[src/rtl/mpu9250_sampler.sv]
// Periodic burst reader for an MPU9250 behind a byte-level I2C master: wakes the device once,
// then fetches the 14-byte accel/temp/gyro block every sample period and publishes it atomically.
module mpu9250_sampler #(
    parameter int         SYSTEM_CLOCK = 100_000_000,
    parameter int         SAMPLE_RATE  = 1_000,
    parameter logic [6:0] DEV_ADDR     = 7'h68,
    parameter int         WDOG_CYCLES  = 65_535
) (
    input  logic               clk,
    input  logic               rst,
    output logic               en,
    output logic [6:0]         addr,
    output logic               write,
    output logic [7:0]         wdata,
    output logic               multibyte_n,
    input  logic [7:0]         rdata,
    input  logic               act,
    input  logic               next,
    input  logic               err,
    output logic signed [15:0] accel_x,
    output logic signed [15:0] accel_y,
    output logic signed [15:0] accel_z,
    output logic signed [15:0] temp,
    output logic signed [15:0] gyro_x,
    output logic signed [15:0] gyro_y,
    output logic signed [15:0] gyro_z,
    output logic               sample_valid,
    output logic               busy,
    output logic [7:0]         err_count
);
    localparam int PERIOD = SYSTEM_CLOCK / SAMPLE_RATE;
    localparam int CW     = (PERIOD > 1) ? $clog2(PERIOD) : 1;
    localparam int WW     = (WDOG_CYCLES > 0) ? $clog2(WDOG_CYCLES + 1) : 1;
    localparam logic [CW-1:0] RELOAD   = CW'(PERIOD - 1);
    localparam logic [WW-1:0] WDOG_LIM = WW'(WDOG_CYCLES);

    localparam logic [3:0] INIT_REG   = 4'd0;
    localparam logic [3:0] INIT_DATA  = 4'd1;
    localparam logic [3:0] INIT_STOP  = 4'd2;
    localparam logic [3:0] WAIT       = 4'd3;
    localparam logic [3:0] RD_REG     = 4'd4;
    localparam logic [3:0] RD_RESTART = 4'd5;
    localparam logic [3:0] RD_DATA    = 4'd6;
    localparam logic [3:0] RD_STOP    = 4'd7;
    localparam logic [3:0] ABORT      = 4'd8;

    logic [3:0]       state_q, state_d;
    logic             en_q, en_d, write_q, write_d;
    logic [7:0]       wdata_q, wdata_d;
    logic             next_q;
    logic [CW-1:0]    cnt_q, cnt_d;
    logic             init_done_q, init_done_d;
    logic             pend_q, pend_d;
    logic [WW-1:0]    wdog_q, wdog_d;
    logic [3:0]       bcnt_q, bcnt_d;
    logic [7:0]       rx_q [14];
    logic [6:0][15:0] word_q, word_d;
    logic             sv_q, sv_d, busy_q, busy_d, from_init_q, from_init_d;
    logic [7:0]       errc_q, errc_d;
    logic             byte_done, expire, go, abort, capture;

    assign byte_done = next && !next_q;
    assign expire    = init_done_q && (cnt_q == '0);
    assign go        = (state_q == WAIT) && (expire || pend_q) && !act;
    assign abort     = (state_q != WAIT) && (state_q != ABORT) && (err || wdog_q == WDOG_LIM);
    assign capture   = (state_q == RD_DATA) && byte_done && !abort;

    always_comb begin
        state_d     = state_q;
        en_d        = en_q;
        write_d     = write_q;
        wdata_d     = wdata_q;
        cnt_d       = cnt_q;
        init_done_d = init_done_q;
        pend_d      = pend_q;
        bcnt_d      = bcnt_q;
        word_d      = word_q;
        sv_d        = 1'b0;
        busy_d      = busy_q;
        from_init_d = from_init_q;
        errc_d      = errc_q;

        // Free-running period grid once init is done; a missed tick is remembered once.
        if (init_done_q) cnt_d = expire ? RELOAD : cnt_q - CW'(1);
        if (go) pend_d = 1'b0;
        else if (expire) pend_d = 1'b1;

        if (abort) begin
            state_d     = ABORT;
            en_d        = 1'b0;
            bcnt_d      = 4'd0;
            errc_d      = (errc_q == 8'hFF) ? errc_q : errc_q + 8'd1;
            from_init_d = (state_q == INIT_REG) || (state_q == INIT_DATA) ||
                          (state_q == INIT_STOP);
        end else begin
            case (state_q)
                INIT_REG: begin
                    if (!en_q) begin
                        en_d    = 1'b1;
                        write_d = 1'b1;
                        wdata_d = 8'h6B;
                        busy_d  = 1'b1;
                    end else if (byte_done) begin
                        wdata_d = 8'h01;
                        state_d = INIT_DATA;
                    end
                end
                INIT_DATA: begin
                    if (byte_done) begin
                        en_d    = 1'b0;
                        state_d = INIT_STOP;
                    end
                end
                INIT_STOP: begin
                    if (!act) begin
                        cnt_d       = RELOAD;
                        init_done_d = 1'b1;
                        busy_d      = 1'b0;
                        state_d     = WAIT;
                    end
                end
                WAIT: begin
                    if (go) begin
                        en_d    = 1'b1;
                        write_d = 1'b1;
                        wdata_d = 8'h3B;
                        busy_d  = 1'b1;
                        state_d = RD_REG;
                    end
                end
                RD_REG: begin
                    if (byte_done) begin
                        write_d = 1'b0;
                        state_d = RD_RESTART;
                    end
                end
                RD_RESTART: begin
                    bcnt_d  = 4'd0;
                    state_d = RD_DATA;
                end
                RD_DATA: begin
                    // Dropping en after byte 12 makes byte 13 the NACKed last byte.
                    if (byte_done) begin
                        bcnt_d = bcnt_q + 4'd1;
                        if (bcnt_q == 4'd12) en_d = 1'b0;
                        if (bcnt_q == 4'd13) state_d = RD_STOP;
                    end
                end
                RD_STOP: begin
                    if (!act) begin
                        for (int i = 0; i < 7; i++) word_d[i] = {rx_q[2*i], rx_q[2*i+1]};
                        sv_d    = 1'b1;
                        busy_d  = 1'b0;
                        state_d = WAIT;
                    end
                end
                ABORT: begin
                    if (!act) begin
                        busy_d  = 1'b0;
                        state_d = from_init_q ? INIT_REG : WAIT;
                    end
                end
                default: state_d = INIT_REG;
            endcase
        end

        if (byte_done || (state_d != state_q) || (state_q == WAIT) || (state_q == ABORT))
            wdog_d = '0;
        else
            wdog_d = wdog_q + WW'(1);
    end

    always_ff @(posedge clk) begin
        if (rst) begin
            state_q     <= INIT_REG;
            en_q        <= 1'b0;
            write_q     <= 1'b0;
            wdata_q     <= 8'h00;
            next_q      <= 1'b0;
            cnt_q       <= '0;
            init_done_q <= 1'b0;
            pend_q      <= 1'b0;
            wdog_q      <= '0;
            bcnt_q      <= 4'd0;
            rx_q        <= '{default: '0};
            word_q      <= '0;
            sv_q        <= 1'b0;
            busy_q      <= 1'b0;
            from_init_q <= 1'b0;
            errc_q      <= 8'h00;
        end else begin
            state_q     <= state_d;
            en_q        <= en_d;
            write_q     <= write_d;
            wdata_q     <= wdata_d;
            next_q      <= next;
            cnt_q       <= cnt_d;
            init_done_q <= init_done_d;
            pend_q      <= pend_d;
            wdog_q      <= wdog_d;
            bcnt_q      <= bcnt_d;
            word_q      <= word_d;
            sv_q        <= sv_d;
            busy_q      <= busy_d;
            from_init_q <= from_init_d;
            errc_q      <= errc_d;
            if (capture) rx_q[bcnt_q] <= rdata;
        end
    end

    assign en           = en_q;
    assign addr         = DEV_ADDR;
    assign write        = write_q;
    assign wdata        = wdata_q;
    assign multibyte_n  = 1'b0;
    assign accel_x      = word_q[0];
    assign accel_y      = word_q[1];
    assign accel_z      = word_q[2];
    assign temp         = word_q[3];
    assign gyro_x       = word_q[4];
    assign gyro_y       = word_q[5];
    assign gyro_z       = word_q[6];
    assign sample_valid = sv_q;
    assign busy         = busy_q;
    assign err_count    = errc_q;
endmodule

[config.mk]
export PLATFORM = sky130hd
export DESIGN_NAME = mpu9250_sampler
export DESIGN_NICKNAME = d
export VERILOG_FILES = /design/src/rtl/mpu9250_sampler.sv
export SDC_FILE = /design/constraint.sdc
export NUM_CORES = 1
export LEC_CHECK = 0
export ABC_CLOCK_PERIOD_IN_PS = 3800
export BUFFER_PORTS_ARGS = -buffer_cell sky130_fd_sc_hd__buf_4
export CAP_MARGIN = 10
export CORE_MARGIN = 5
export CORE_UTILIZATION = 30
export CTS_BUF_LIST = sky130_fd_sc_hd__clkbuf_8
export CTS_CLUSTER_DIAMETER = 40
export CTS_CLUSTER_SIZE = 14
export DETAILED_ROUTE_END_ITERATION = 8
export GPL_TIMING_DRIVEN = 0
export PLACE_DENSITY = 0.48
export SETUP_SLACK_MARGIN = 0.2
export SLEW_MARGIN = 10
export SYNTH_ARGS = -nofsm -noshare
export SYNTH_HDL_FRONTEND = slang
export SYNTH_SLANG_ARGS = --single-unit
[constraint.sdc]
create_clock -name clk -period 3.8 [get_ports clk]
set_clock_uncertainty 0.05 [all_clocks]
set_input_delay 1.14 -clock clk [delete_from_list [all_inputs] [get_ports clk]]
set_output_delay 1.14 -clock clk [all_outputs]
set_load 0.01 [all_outputs]
==> flow_metrics.py <==
metrics = {
    "synthesis": {
        "synth_edf_count": 0,
        "syn_avg_cell_area_um2": 8.343,
        "synth-seq-area-share_pct": 50.66,
        "synth_common_cells": "nand2_1 (405), dfxtp_1 (285), a21oi_1 (213), nor2_1 (72), clkbuf_1 (49)",
        "ys_types": 66,
        "synthCells": 1350,
        "netlist.area_leader.share_pct": 50.66,
        "yosys_warnings": 0,
        "async_flop_share_pct": 0,
        "synth.largest_area_cell": "dfxtp_1",
        "ys_ff_latch": 285,
        "synth.most_common_cell": "nand2_1",
        "syn_area_um2": 11260,
        "synth.area.top_cells": "dfxtp_1 (51%), nand2_1 (13%), a21oi_1 (9.5%)",
        "synth-main-ff-cell": "dfxtp_1",
    },
    "route": {
        "wirelength_um": 33490,
        "via_count": 9586,
        "drtAntennaViolNets": 0,
        "first_pass_iters": 7,
        "wire_per_inst_um": 16.05,
        "drc": 0,
        "vias_per_cell": 4.595,
        "detail_route.iter0.violations": 522,
    },
    "floorplanning": {
        "row_count": 71,
        "die_h_um": 203.8,
        "die_area_um2": 41520,
        "die_w_um": 203.8,
        "initial_core_util_pct": 30.12,
        "io_pins": 153,
        "core_um2": 37400,
    },
    "setup_path": {
        "endpoint_kind": "flip-flop",
        "reg2reg_setup_slack_ps": 930,
        "reg2reg_depth": 9,
        "crit_start": "wdog_q[0]",
        "regToRegEndpoint": "rx_q[108]",
        "crit_type": "flip-flop to flip-flop",
        "r2r-start": "wdog_q[0]",
        "path_max_fanout": 10,
        "critical_path_required_ps": 4240,
        "arrival_ps": 3320,
        "critical_path_buf_inv_count": 2,
        "critPathMaxStageDelay_ps": 570,
        "path_cells": "ha_1 -> nand4_2 -> nor4_4 -> o21ai_2 -> buf_4 -> buf_2 -> nand4_1 -> nand2_1 -> a21oi_1",
        "slowest_stage": "nor4_4",
        "startpoint_type": "flip-flop",
        "crit_family": "simple AND/OR/NAND/NOR gates",
    },
    "power": {
        "p_clk_share_pct": 46.3,
        "p_sw_share_pct": 25.05,
        "peakVddDrop_v": 0.0002551,
        "seqPwrFrac_pct": 48.5,
        "power_frac_comb_pct": 5.3,
        "p_leak_nw": 5.408,
        "p_int_mw": 4.682,
        "p_switching_mw": 1.565,
        "p_per_area_nw_per_um2": 446.9,
    },
    "finish": {
        "fin_area_um2": 13980,
        "area_growth_pct": 24.11,
        "postLayoutCoreUtil_pct": 37.38,
        "fill_cells": 3957,
        "nets": 1566,
        "largest_reg_flops": 112,
        "regMostFlops": "rx_q",
        "top_regs": "rx_q (112), cnt_q (17)",
        "diodes": 0,
        "drive_above_1_share_pct": 18.92,
    },
    "timing": {
        "finalSetupViolations": 0,
        "worstMarginPinSlew_ps": 981.4,
        "fin_crit_ps": 2875,
        "hold_viol": 0,
        "max_freq_mhz": 347.9,
        "finalMaxSlewViolations": 0,
        "rsz0062_at_grt": "false",
        "period_share_pct": 75.65,
        "tns_ps": 0,
        "slew_headroom_pct": 34.57,
    },
    "clock_network": {
        "h-tree-depth": 2,
        "cts_tree": "yes",
        "cts.clk_slew.worst_paths_ps": 70,
        "clock_latency_ps": 600,
        "ctsResizeCount": 0,
        "cts_hold_buffers": 0,
        "cts.path.max_buffers": 3,
        "cts_setup_buffers": 0,
        "cts_buffers": 43,
        "cts-root-buf": "clkbuf_8",
        "clock_sinks": 285,
    },
    "global_route": {
        "grt_pass1_wl_um": 52390,
        "grt_antenna_before_repair": 0,
        "grt_pass1_vias": 9185,
        "overflow": 0,
        "grt_use_total_pct": 15.82,
        "grt_max_degree": 12,
    },
    "min_path": {
        "hold_start": "rx_q[11]",
        "whs_path_depth": 2,
        "min_to": "gyro_z[11]",
        "min_path_type": "flip-flop to flip-flop",
    },
    "run_status": {
        "status": "complete, no violations",
    },
    "placed_design": {
        "io_buffers": 142,
        "globalplace.congestion": 0.8802,
        "placed_area_um2": 13000,
        "hpwl_um": 23900,
    },
    "flow_run": {
        "drv_cap": 0,
    },
}
[stage by stage]
step	hold WS [ps]	setup WS [ps]	power [mW]	instances
2_1_floorplan	381.2	1162	3.295	1358
3_3_place_gp	387.8	402.7	3.426	2011
3_5_place_dp	394.7	378.9	3.426	2011
4_1_cts	382.6	931.2	6.352	2086
5_1_grt	407.4	664.4	6.528	2086
6_report	396.6	925.3	6.247	2086
[power groups by stage]
| stage | Clock (mW) | Combinational, mW | Sequential, mW |
|---|---|---|---|
| 2_1_floorplan | 0 | 0.200 | 3.10 |
| 3_3_place_gp | 0 | 0.331 | 3.10 |
| 3_5_place_dp | 0 | 0.331 | 3.10 |
| 4_1_cts | 2.99 | 0.333 | 3.03 |
| 5_1_grt | 3.14 | 0.360 | 3.03 |
| 6_report | 2.89 | 0.330 | 3.03 |
[logic make-up after synthesis]
kind of cell / synth area share [%]
multiplexers: 3.777
other: 0.06668
AND/OR/NAND/NOR: 24.89
AO/OA/AOI/OAI: 11.84
XOR/XNOR: 2.644
adder cells (fa/ha/maj): 0.8887
flip-flops: 50.66
buffers and inverters: 5.232
[worst register-to-register path, delay by kind of cell (launching register included)]
family	cells	cell delay, ps
AND/OR/NAND/NOR	4	1190
buffers and inverters	2	480
AO/OA/AOI/OAI	2	410
flip-flops	1	400
adder cells (fa/ha/maj)	1	250
[layout make-up]
| type | count | area (um2) | share of cell area (%) |
|---|---|---|---|
| sequential | 285 | 5705 | 40.82 |
| inverter | 15 | 56.30 | 0.4028 |
| buffer | 101 | 533.0 | 3.813 |
| timing repair buffer | 142 | 1066 | 7.626 |
| tap | 511 | 639.4 | 4.574 |
| clock inverter | 26 | 305.3 | 2.184 |
| clock buffer | 49 | 674.4 | 4.825 |
| multi-input combinational | 957 | 4999 | 35.76 |
[how the worst max path moves through the flow]
| stage | to | cells past startpoint |
|---|---|---|
| final | rx_q[108] | 9 |
| after global routing | rx_q[89] | 9 |
| after CTS | rx_q[108] | 9 |
| after detailed placement | rx_q[95] | 8 |
| after global placement | rx_q[95] | 8 |
| after floorplan | rx_q[10] | 7 |
[placed cells by master, fill, tap and decap left out, types with 3 or more instances in the layout]
cell	count
and4_1	11
inv_1	18
clkinv_2	3
clkbuf_8	49
nor3_1	30
buf_1	7
nand3_1	16
ha_1	8
xnor2_1	19
conb_1	10
bufinv_16	5
nand4_1	12
clkinvlp_4	6
nand2b_1	9
or3_1	5
nand2_1	405
nor2b_1	8
nor3_2	12
buf_2	21
inv_6	5
or2_2	5
o21ai_0	7
mux2i_1	41
buf_4	156
nor2_1	72
buf_6	10
xor2_1	15
o31ai_1	3
nor4_1	5
clkbuf_1	49
a21oi_1	213
dfxtp_1	285
nand4_2	5
[per-layer routing]
metal / global-route usage (%) / up-vias / routed length, um
met5: 0 / - / 0
met4: 3.903 / 0 / 643
met3: 3.832 / 53 / 1823
met2: 25.93 / 202 / 15520
met1: 21.11 / 4452 / 15510
li1: - / 4879 / -
Power figures use the tool's default switching activity.
